## src/rtl/mips_bus_pkg.sv

```systemverilog
// Shared types and default widths for the two-master CPU memory bus arbiter.
package mips_bus_pkg;

  localparam int unsigned ADDR_W_DEF = 32;
  localparam int unsigned DATA_W_DEF = 32;

  typedef enum logic [1:0] {
    IDLE = 2'd0,
    GNT0 = 2'd1,
    GNT1 = 2'd2
  } arb_state_t;

  function automatic logic [1:0] grant_of(input arb_state_t s);
    case (s)
      GNT0:    grant_of = 2'b01;
      GNT1:    grant_of = 2'b10;
      default: grant_of = 2'b00;
    endcase
  endfunction

endpackage

```

## src/rtl/bus_rr_arbiter_core.sv

```systemverilog
// Round-robin grant state machine: holds the owner for a whole transfer and
// hands over to the other master on completion without an idle bubble.
module bus_rr_arbiter_core
  import mips_bus_pkg::*;
(
  input  logic       clk,
  input  logic       reset,
  input  logic [1:0] req,
  input  logic       xfer_done,
  output logic [1:0] grant
);

  arb_state_t state;
  arb_state_t state_next;
  logic       last;
  logic       last_next;

  always_ff @(posedge clk) begin
    if (reset) begin
      state <= IDLE;
      last  <= 1'b1;
      grant <= 2'b00;
    end else begin
      state <= state_next;
      last  <= last_next;
      grant <= grant_of(state_next);
    end
  end

  // A pending transfer implies the owner is requesting, so only an idle owner can lose the bus early.
  always_comb begin
    state_next = state;
    last_next  = last;
    case (state)
      IDLE: begin
        if (req[0] && req[1]) state_next = last ? GNT0 : GNT1;
        else if (req[0])      state_next = GNT0;
        else if (req[1])      state_next = GNT1;
      end
      GNT0: begin
        if (xfer_done) begin
          if (req[1]) state_next = GNT1;
        end else if (!req[0] && req[1]) begin
          state_next = GNT1;
        end
      end
      GNT1: begin
        if (xfer_done) begin
          if (req[0]) state_next = GNT0;
        end else if (!req[1] && req[0]) begin
          state_next = GNT0;
        end
      end
      default: state_next = IDLE;
    endcase
    if (state_next == GNT0)      last_next = 1'b0;
    else if (state_next == GNT1) last_next = 1'b1;
  end

endmodule

```

## src/rtl/mips_bus_arbiter.sv

```systemverilog
// Two-master/one-slave bus arbiter with registered round-robin grant.
// Optional performance counters are built when ARB_PERF_EN is defined.
module mips_bus_arbiter
  import mips_bus_pkg::*;
#(
  parameter int unsigned ADDR_W = ADDR_W_DEF,
  parameter int unsigned DATA_W = DATA_W_DEF,
  parameter int unsigned BE_W   = DATA_W / 8
) (
  input  logic              clk,
  input  logic              reset,
  input  logic [ADDR_W-1:0] m0_address,
  input  logic              m0_read,
  input  logic              m0_write,
  input  logic [DATA_W-1:0] m0_writedata,
  input  logic [BE_W-1:0]   m0_byteenable,
  output logic [DATA_W-1:0] m0_readdata,
  output logic              m0_waitrequest,
  input  logic [ADDR_W-1:0] m1_address,
  input  logic              m1_read,
  input  logic              m1_write,
  input  logic [DATA_W-1:0] m1_writedata,
  input  logic [BE_W-1:0]   m1_byteenable,
  output logic [DATA_W-1:0] m1_readdata,
  output logic              m1_waitrequest,
  output logic [ADDR_W-1:0] s_address,
  output logic              s_read,
  output logic              s_write,
  output logic [DATA_W-1:0] s_writedata,
  output logic [BE_W-1:0]   s_byteenable,
  input  logic [DATA_W-1:0] s_readdata,
  input  logic              s_waitrequest,
  output logic [1:0]        grant
`ifdef ARB_PERF_EN
  ,
  output logic [31:0]       perf_xfer0,
  output logic [31:0]       perf_xfer1,
  output logic [31:0]       perf_conflict
`endif
);

  logic [1:0] req;
  logic [1:0] owner;
  logic       xfer_done;

  assign req = {m1_read | m1_write, m0_read | m0_write};

  // Reset forces the slave side idle in the same cycle, abandoning any in-flight access.
  assign owner     = reset ? 2'b00 : grant;
  assign xfer_done = (s_read | s_write) & ~s_waitrequest;

  bus_rr_arbiter_core u_core (
    .clk       (clk),
    .reset     (reset),
    .req       (req),
    .xfer_done (xfer_done),
    .grant     (grant)
  );

  always_comb begin
    s_address      = '0;
    s_read         = 1'b0;
    s_write        = 1'b0;
    s_writedata    = '0;
    s_byteenable   = '0;
    m0_waitrequest = 1'b1;
    m1_waitrequest = 1'b1;
    m0_readdata    = s_readdata;
    m1_readdata    = s_readdata;
    if (owner[0]) begin
      s_address      = m0_address;
      s_read         = m0_read;
      s_write        = m0_write;
      s_writedata    = m0_writedata;
      s_byteenable   = m0_byteenable;
      m0_waitrequest = s_waitrequest;
    end else if (owner[1]) begin
      s_address      = m1_address;
      s_read         = m1_read;
      s_write        = m1_write;
      s_writedata    = m1_writedata;
      s_byteenable   = m1_byteenable;
      m1_waitrequest = s_waitrequest;
    end
  end

`ifdef ARB_PERF_EN
  always_ff @(posedge clk) begin
    if (reset) begin
      perf_xfer0    <= 32'd0;
      perf_xfer1    <= 32'd0;
      perf_conflict <= 32'd0;
    end else begin
      if (xfer_done && owner[0]) perf_xfer0 <= perf_xfer0 + 32'd1;
      if (xfer_done && owner[1]) perf_xfer1 <= perf_xfer1 + 32'd1;
      if (req[0] && req[1])      perf_conflict <= perf_conflict + 32'd1;
    end
  end
`endif

endmodule

```

## config.mk

```make
export PLATFORM = sky130hd
export DESIGN_NAME = mips_bus_arbiter
export DESIGN_NICKNAME = d
export VERILOG_FILES = /design/src/rtl/mips_bus_pkg.sv /design/src/rtl/bus_rr_arbiter_core.sv /design/src/rtl/mips_bus_arbiter.sv
export SDC_FILE = /design/constraint.sdc
export NUM_CORES = 1
export LEC_CHECK = 0
export ABC_AREA = 1
export BUFFER_PORTS_ARGS = -buffer_cell sky130_fd_sc_hd__buf_2
export CAP_MARGIN = 20
export CORE_AREA = 2 2 123 125
export CTS_CLUSTER_DIAMETER = 40
export CTS_CLUSTER_SIZE = 8
export DETAILED_ROUTE_END_ITERATION = 6
export DIE_AREA = 0 0 125 127
export GPL_ROUTABILITY_DRIVEN = 0
export HOLD_SLACK_MARGIN = 0.15
export PLACE_DENSITY = 0.52
export SYNTH_ARGS = -nofsm -noshare
export SYNTH_HDL_FRONTEND = slang
export SYNTH_SLANG_ARGS = --single-unit
export TNS_END_PERCENT = 1
```

## constraint.sdc

```tcl
create_clock -name clk -period 2.4 [get_ports clk]
set_input_delay 0.48 -clock clk [delete_from_list [all_inputs] [get_ports clk]]
set_output_delay 0.48 -clock clk [all_outputs]
set_load 0.01 [all_outputs]
```

=== Word-level counts from Yosys, hierarchy flattened ===
Index checks and enable logic that the tools add are counted.

* Bits of input ports: 175
* Bits in registers: 5
* Output and inout port bits: 138
* Word-level logic and storage cells: 46

* Multiplexer cells: 27
* Reduce and logical (&&, ||, !) cells: 7
* Bitwise operators: 5
* Equality and inequality tests: 4

{| class="wikitable"
|+ Operator list
! kind !! number
|-
| $mux W32 || 4
|-
| $mux W2 || 10
|-
| $mux W1 || 9
|-
| $mux W4 || 2
|-
| $pmux W2 S3 || 1
|-
| $eq A2 B1 Y1 const B || 2
|-
| $eq A2 B2 Y1 const B || 2
|-
| $pmux W2 S2 || 1
|-
| $logic_and A1 B1 Y1 || 3
|-
| $or A1 B1 Y1 || 3
|-
| $logic_not A1 Y1 || 2
|-
| $logic_not A2 Y1 || 1
|-
| $reduce_bool A2 Y1 || 1
|-
| $and A1 B1 Y1 || 1
|-
| $not A1 Y1 || 1
|}

=== Longest topological paths before layout ===
Gate-level depths: netlist of run 1.

* Word-level depth: 10
* Gate-level depth with buffers: 14
* Mapped depth without buffers: 14

=== By module ===
From an unflattened synthesis of run 1, not the netlist that was laid out.

* Cells, all modules: 346
* Area, all modules: 1,714.1 um^2

{| class="wikitable"
|+ Modules (own cells, without submodules)
! module !! instances !! area each (um^2) !! cells an instance !! sequential area each (um^2)
|-
| mips_bus_arbiter || 1 || 1,432.6 || 305 || 0.0
|-
| bus_rr_arbiter_core || 1 || 281.5 || 41 || 100.1
|}

=== Least setup slack after synthesis of run 1 ===
OpenSTA, ideal clock, no wires.

* Path type: input -> register
* Start point: in m1_read
* End point: reg u_core.last
* Path buffers: 1
* Setup slack: 491 ps
* Library setup time: 123 ps
* Arrival: 1,786 ps
* Stages on the path: 11
* Required time: 2,277 ps
* Path through: or2_2 > clkbuf_1 > a21oi_1 > nand2_1 > nand2_1 > nand2_1 > nand3_2 > inv_1 > ha_1 > a21oi_1 > o21ai_0

* Word-level cells in the longest chain between the ends: 8
* Elaborated cells between the ends (all ways): 21
* Those cells by class: eq/ne (2); mux (11); bitwise (3); reduce/logical (5)

{| class="wikitable"
|+ Ends and longest elaborated chain
! item !! line !! source
|-
| start, declared || mips_bus_arbiter.sv:20 || <nowiki>input logic m1_read,</nowiki>
|-
| $mux W1 / $or A1 B1 Y1 (equally long branches) || mips_bus_arbiter.sv:77, mips_bus_arbiter.sv:46 ||
|-
| $mux W1 / $logic_not A1 Y1 (equally long branches) || mips_bus_arbiter.sv:70, bus_rr_arbiter_core.sv:50 ||
|-
| $or A1 B1 Y1 / $logic_and A1 B1 Y1 (equally long branches) || mips_bus_arbiter.sv:50, bus_rr_arbiter_core.sv:50 ||
|-
| $and A1 B1 Y1 / $mux W2 (equally long branches) || mips_bus_arbiter.sv:50, bus_rr_arbiter_core.sv:50 ||
|-
| $mux W2, on equally long branches || bus_rr_arbiter_core.sv:48, bus_rr_arbiter_core.sv:41 ||
|-
| $pmux W2 S3 * || bus_rr_arbiter_core.sv:34 || <nowiki>case (state)</nowiki>
|-
| named net u_core.state_next[0] || bus_rr_arbiter_core.sv:14 || <nowiki>arb_state_t state_next;</nowiki>
|-
| $eq A2 B1 Y1 / $eq A2 B2 Y1 (equally long branches) || bus_rr_arbiter_core.sv:56, bus_rr_arbiter_core.sv:57 ||
|-
| $mux W1 / $reduce_bool A2 Y1 (equally long branches) || n/a ||
|-
| end signal, assigned || bus_rr_arbiter_core.sv:25 || <nowiki>last <= last_next;</nowiki>
|-
| end, declared || bus_rr_arbiter_core.sv:15 || <nowiki>logic last;</nowiki>
|}

The timed path passes the listed nets; every way through them passes the cells marked *.
A chain may end at the register's enable or synchronous reset.

=== Worst setup path after layout of run 1 ===
* Start point: in reset
* End point: out s_writedata[18]

* Word-level cells in the longest chain between the ends: 3

{| class="wikitable"
|+ Ends and longest elaborated chain
! item !! line !! source
|-
| start, declared || mips_bus_arbiter.sv:11 || <nowiki>input logic reset,</nowiki>
|-
| $mux W2 * || mips_bus_arbiter.sv:49 || <nowiki>assign owner = reset ? 2'b00 : grant;</nowiki>
|-
| $mux W32 || mips_bus_arbiter.sv:77 || <nowiki>end else if (owner[1]) begin</nowiki>
|-
| $mux W32 * || mips_bus_arbiter.sv:70 || <nowiki>if (owner[0]) begin</nowiki>
|-
| end, declared || mips_bus_arbiter.sv:29 || <nowiki>output logic [DATA_W-1:0] s_writedata,</nowiki>
|}

Every way passes the cells marked *; elsewhere a longest branch is shown, timed or not.

==> flow_summary.toml, run 1 <==
[critical_path]
critPathMostFrequentCell = "buf_2"
crit_arrival_ns = 1.63
crit_path_end_kind = "primary output"
max_stage_delay_ns = 0.29
slowest_stage = "buf_12"
required_ns = 1.92
crit_type = "input port to primary output"
critical_path.cell_chain = "buf_2, inv_2, nand2_1, nor2_4, buf_12, a22o_1, buf_2"
crit_fanout = 69
worstSetupStartpointType = "input port"

[logic_synthesis]
synth_top_cells_by_count = "a22o_1, buf_4, nand2_1"
seq_area_frac_synth = 0.0645
syn_nets = 396
synth.distinct_cells = 18
syn-instance-count = 218
synth.avg_cell_area_um2 = 7.12
ys_seq_elements = 5
syn_area_um2 = 1550
synth.area.top_cells = "a22o_1, buf_4, dfxtp_1, nand2_1, inv_1"
synth_edf_count = 0
synth_ff_type = "dfxtp_1"
synth_most_common_cell = "a22o_1"
synth_largest_area_cell = "a22o_1"
synthArstFlopShare = 0
synth_top_area_share = 0.384
ys_warn_count = 0

[cts]
htree_levels = 1
cts_resized = 0
worstSkewPairLatency_ns = 0.23
cts_tree = "done"
cts_setup_buffers = 0
clock-sinks = 5
numCtsBuffers = 3
cts_buffer_depth = 2
clk_pin_slew_ns = 0.03
ctsHoldBuffers = 0
cts_root_buf = "clkbuf_16"

[sta]
finalHoldViolCount = 0
finClkSkew_ns = 0.00201
fin_hold_ws_ns = 0.499
finalWorstSetupSlack_ns = 0.292
maxSlewViolCount = 0
tightest_slew_ns = 0.312
post-route-min-period_ns = 2.11
setup_viol = 0
slew_headroom = 0.792
finalSetupTns_ns = 0
post-route-period-util = 0.878
max_freq_mhz = 474
rsz0062_at_grt = "no"

[power_and_ir_drop]
power.density_nw_per_um2 = 463
ir_drop_v = 0.000176
p_total_mw = 1.14
p_leak_nw = 1.50

[global_routing]
grt_start_max_net_pins = 70
grt_remaining_overflow = 0
grt_first_pass_wirelength_mm = 9.82
grtUsageTotal = 0.0784
grt_pass1_vias = 1956
antenna_found_initial = 2

[die]
die_area_um2 = 15900
die_w_um = 125
core_area_um2 = 14400
core.rowCount = 44
pin_count = 313
die_y_um = 127
start_util = 0.108

[cells_and_area]
design_area_um2 = 2460
layout-drive-gt1-share = 0.633
layout.nets = 541
postLayoutCoreUtil = 0.171
finalNonFillerCells = 548
area_growth_pct = 58.7

[routing]
viasPerCell = 3.90
wire_per_inst_um = 13.4
num_vias = 2136
drt_iter0_drc = 60
firstDrtPassIters = 4
final_antenna_net_count = 0
drc_errors = 0
wl_mm = 7.32

[placed_design]
dp_hpwl_mm = 6.24
portBuffers = 216
placedCellCount = 542
placed_area_um2 = 2380
place_ws_ns = 0.239

[status]
status = "complete, no violations"

[job]
maxCapViolCount = 0

[hold_path]
hp-class = "input port to flip-flop"
-- power breakdown --
part | internal (mW) | switching, mW | total [mW]
Clock | 0.220 | 0.0550 | 0.275
Combinational | 0.347 | 0.389 | 0.736
Sequential | 0.108 | 0.0199 | 0.128
-- per-layer routing --
layer	part of all wire	vias up	GRT usage
li1	-	1002	-
met1	0.37	920	0.0878
met2	0.47	191	0.132
met3	0.12	23	0.0264
met4	0.040	0	0.0431
met5	0	-	0
-- sequential cells by signal, summed over array words and instances (netlist names) --
| name | flops |
|---|---|
| u_core.grant | 2 |
| u_core.last | 1 |
| u_core.state | 2 |
-- logic make-up (layout without fill, tap and decap cells) --
group | Yosys count | after routing | synth area share
buffers and inverters | 95 | 239 | 0.388
AO/OA/AOI/OAI | 72 | 72 | 0.397
AND/OR/NAND/NOR | 43 | 43 | 0.127
flip-flops | 5 | 5 | 0.0645
adder cells (fa/ha/maj) | 3 | 3 | 0.0242
other | 0 | 2 | 0
-- layout by cell type (no fill, tap or decap), types with 3 or more instances in the layout --
cell       instances
nand3_1            6
nand2_1           20
a22o_1            68
inv_1             15
nor2_1             9
dfxtp_1            5
buf_2            216
clkbuf_16          3
ha_1               3
-- critical path: cells and delay by family --
kind,cells,cell delay (ns)
AOI/OAI and AO/OA,1,0.24
buffers and inverters,4,0.67
and+or+nand+nor,2,0.21
-- final cells by class --
type	instances	area, um2
Antenna cell	2	5.00
Clock buffer	4	78.8
Fill cell	1677	12000
Inverter	16	60.1
Multi-Input combinational cell	118	860
Sequential cell	5	100
Tap cell	184	230
Timing Repair Buffer	219	1130
-- final timing paths --
| kind | startpoint | end | slack (ns) | cells after the start |
|---|---|---|---|---|
| min reg2reg | u_core.last | u_core.last | 0.51 | 2 |
| max | reset | s_writedata[18] | 0.29 | 7 |
| max reg2reg | u_core.grant[0] | u_core.last | 0.43 | 14 |
| min | reset | u_core.grant[1] | 0.50 | 2 |
No activity file was read; power rests on OpenSTA's default activity.
==> run 2: changes to the inputs <==
--- a/config.mk
+++ b/config.mk
@@ -8,14 +8,15 @@
 export ABC_AREA = 1
 export BUFFER_PORTS_ARGS = -buffer_cell sky130_fd_sc_hd__buf_2
 export CAP_MARGIN = 20
-export CORE_AREA = 2 2 123 125
+export CORE_AREA = 10 10 114 116
 export CTS_CLUSTER_DIAMETER = 40
 export CTS_CLUSTER_SIZE = 8
 export DETAILED_ROUTE_END_ITERATION = 6
-export DIE_AREA = 0 0 125 127
+export DIE_AREA = 0 0 124 126
 export GPL_ROUTABILITY_DRIVEN = 0
+export GPL_TIMING_DRIVEN = 0
 export HOLD_SLACK_MARGIN = 0.15
-export PLACE_DENSITY = 0.52
+export PLACE_DENSITY = 0.63
 export SYNTH_ARGS = -nofsm -noshare
 export SYNTH_HDL_FRONTEND = slang
 export SYNTH_SLANG_ARGS = --single-unit
==> run 2 against run 1 <==
Cell area up 29%. Wire length up 43%. Core utilization up 13 points. Critical path type is now flip-flop to primary output. Non-clock buffer count up 140. Total power up 5.2%.
==> flow_summary.toml, run 2 (synthesis results as in run 1) <==
[sta]
maxSlewViolCount = 0
finalWorstSetupSlack_ns = 0.130
max_freq_mhz = 440
finClkSkew_ns = 0.000848
post-route-min-period_ns = 2.27
tightest_slew_ns = 0.427
setup_viol = 0
slew_headroom = 0.715
finalHoldViolCount = 0
rsz0062_at_grt = "yes"
post-route-period-util = 0.946

[hold_path]
hp-class = "flip-flop to flip-flop"
min_path_cells = 2
hold_end = "u_core.last"
hold_start = "u_core.last"

[routing]
wire_per_inst_um = 16.4
wl_mm = 10.5
drt_iter0_drc = 68
viasPerCell = 3.99
drc_errors = 0
firstDrtPassIters = 6
final_antenna_net_count = 0
num_vias = 2564

[cts]
clk_pin_slew_ns = 0.04
cts_tree = "done"
clock-sinks = 5
ctsHoldBuffers = 0
cts_buffer_depth = 2
numCtsBuffers = 3
cts_root_buf = "clkbuf_8"
htree_levels = 1
worstSkewPairLatency_ns = 0.23

[cells_and_area]
postLayoutCoreUtil = 0.298
top_regs = "u_core.grant: 2 flops, u_core.state: 2 flops, u_core.last: 1 flops"
final_cell_mix = "buf_2, a22o_1, buf_4"
nFillCells = 1214
layout.nets = 681
diodes = 0
multi_input_area_um2 = 860
final_common_cell = "buf_2"
area_growth_pct = 105
seq_area_um2 = 100
layout-drive-gt1-share = 0.713
finalNonFillerCells = 642

[power_and_ir_drop]
seqPwrFrac = 0.106
power.density_nw_per_um2 = 376
p_switching_mw = 0.532
ir_drop_v = 0.000329
p_comb_frac = 0.757
p_clk_frac = 0.137
internal_power_mw = 0.667
p_leak_nw = 2.05
netSwitchingFraction = 0.444

[critical_path]
critPathMostFrequentCell = "buf_2"
crit_fanout = 10
crit_arrival_ns = 1.79
critical_path.cell_chain = "inv_1, nor2_4, buf_2, buf_2, a22o_1, buf_2"
crit_type = "flip-flop to primary output"
max_stage_delay_ns = 0.40
crit_path_end_kind = "primary output"
worst-path-buf-inv = 4
rr_startpoint = "u_core.grant[0]"
required_ns = 1.92
slowest_stage = "dfxtp_1"
worstSetupStartpointType = "flip-flop"
reg2reg_to = "u_core.last"
r2r_slack_ns = 0.34
cpLargestDelayFamily = "buffers and inverters"
reg2reg_depth = 14

[global_routing]
grt_start_max_net_pins = 11
grt_first_pass_wirelength_mm = 14.5
grt_remaining_overflow = 0
grtUsageTotal = 0.114
grt_pass1_vias = 2633
antenna_found_initial = 0

[die]
core_area_um2 = 10700
die_area_um2 = 15600
core.rowCount = 38
die_y_um = 126
pin_count = 313
start_util = 0.145
die_w_um = 124

[job]
maxCapViolCount = 0

[placed_design]
portBuffers = 280
place_ws_ns = -0.0440
placedCellCount = 638
dp_hpwl_mm = 9.59

[status]
status = "complete, no violations"
run 2: tightest hold or removal path, stage by stage, from the launching register on:
cell and delay (ns):
dfxtp_1 0.33, a21oi_1 0.06, o21ai_0 0.06
run 2: worst max-delay path by stage:
| stage | from | to | depth (start not counted) |
|---|---|---|---|
| finish | u_core.grant[0] | s_address[24] | 6 |
| global route | reset | s_address[16] | 7 |
| CTS | reset | s_address[24] | 8 |
| detailed placement | reset | s_address[24] | 8 |
| global placement | reset | s_address[24] | 8 |
| floorplan | m1_read | u_core.last | 11 |
run 2: stage by stage:
| stage | power (mW) | setup TNS, ns | hold WS [ns] | cell area [um2] |
|---|---|---|---|---|
| global placement | 1.04 | -0.447 | 0.470 | 3130 |
| finish | 1.20 | 0 | 0.482 | 3190 |
| detailed placement | 1.04 | -0.275 | 0.477 | 3130 |
| global route | 1.31 | -0.0167 | 0.531 | 3190 |
| floorplan | 0.637 | 0 | 0.432 | 1550 |
| CTS | 1.22 | 0 | 0.486 | 3180 |
run 2: power by group through the flow:
stage                     logic, mW  registers [mW]  clock network, mW
after floorplan               0.511           0.126                  0
after global placement        0.910           0.127                  0
after detailed placement      0.912           0.127                  0
after CTS                     0.925           0.127              0.167
after global routing           1.01           0.129              0.175
final                         0.908           0.127              0.164
run 2: per-layer routing:
layer  vias to the layer above  track usage  wire length, um
li1                       1283            -                -
met3                         8       0.0684             2000
met4                         0       0.0142               68
met1                      1070        0.113             3380
met5                         -            0                0
met2                       203        0.206             5050
run 2: final cells by class:
class	count	area share
buffer	79	0.171
multi-input combinational	118	0.270
timing repair buffer	280	0.440
clock buffer	4	0.0141
inverter	16	0.0189
sequential	5	0.0314
tap	140	0.0550
run 2: what timing repair did:
action,CTS,global route
buffers inserted,0,0
endpoints found under the setup margin,7,10
gates resized for setup,2,2
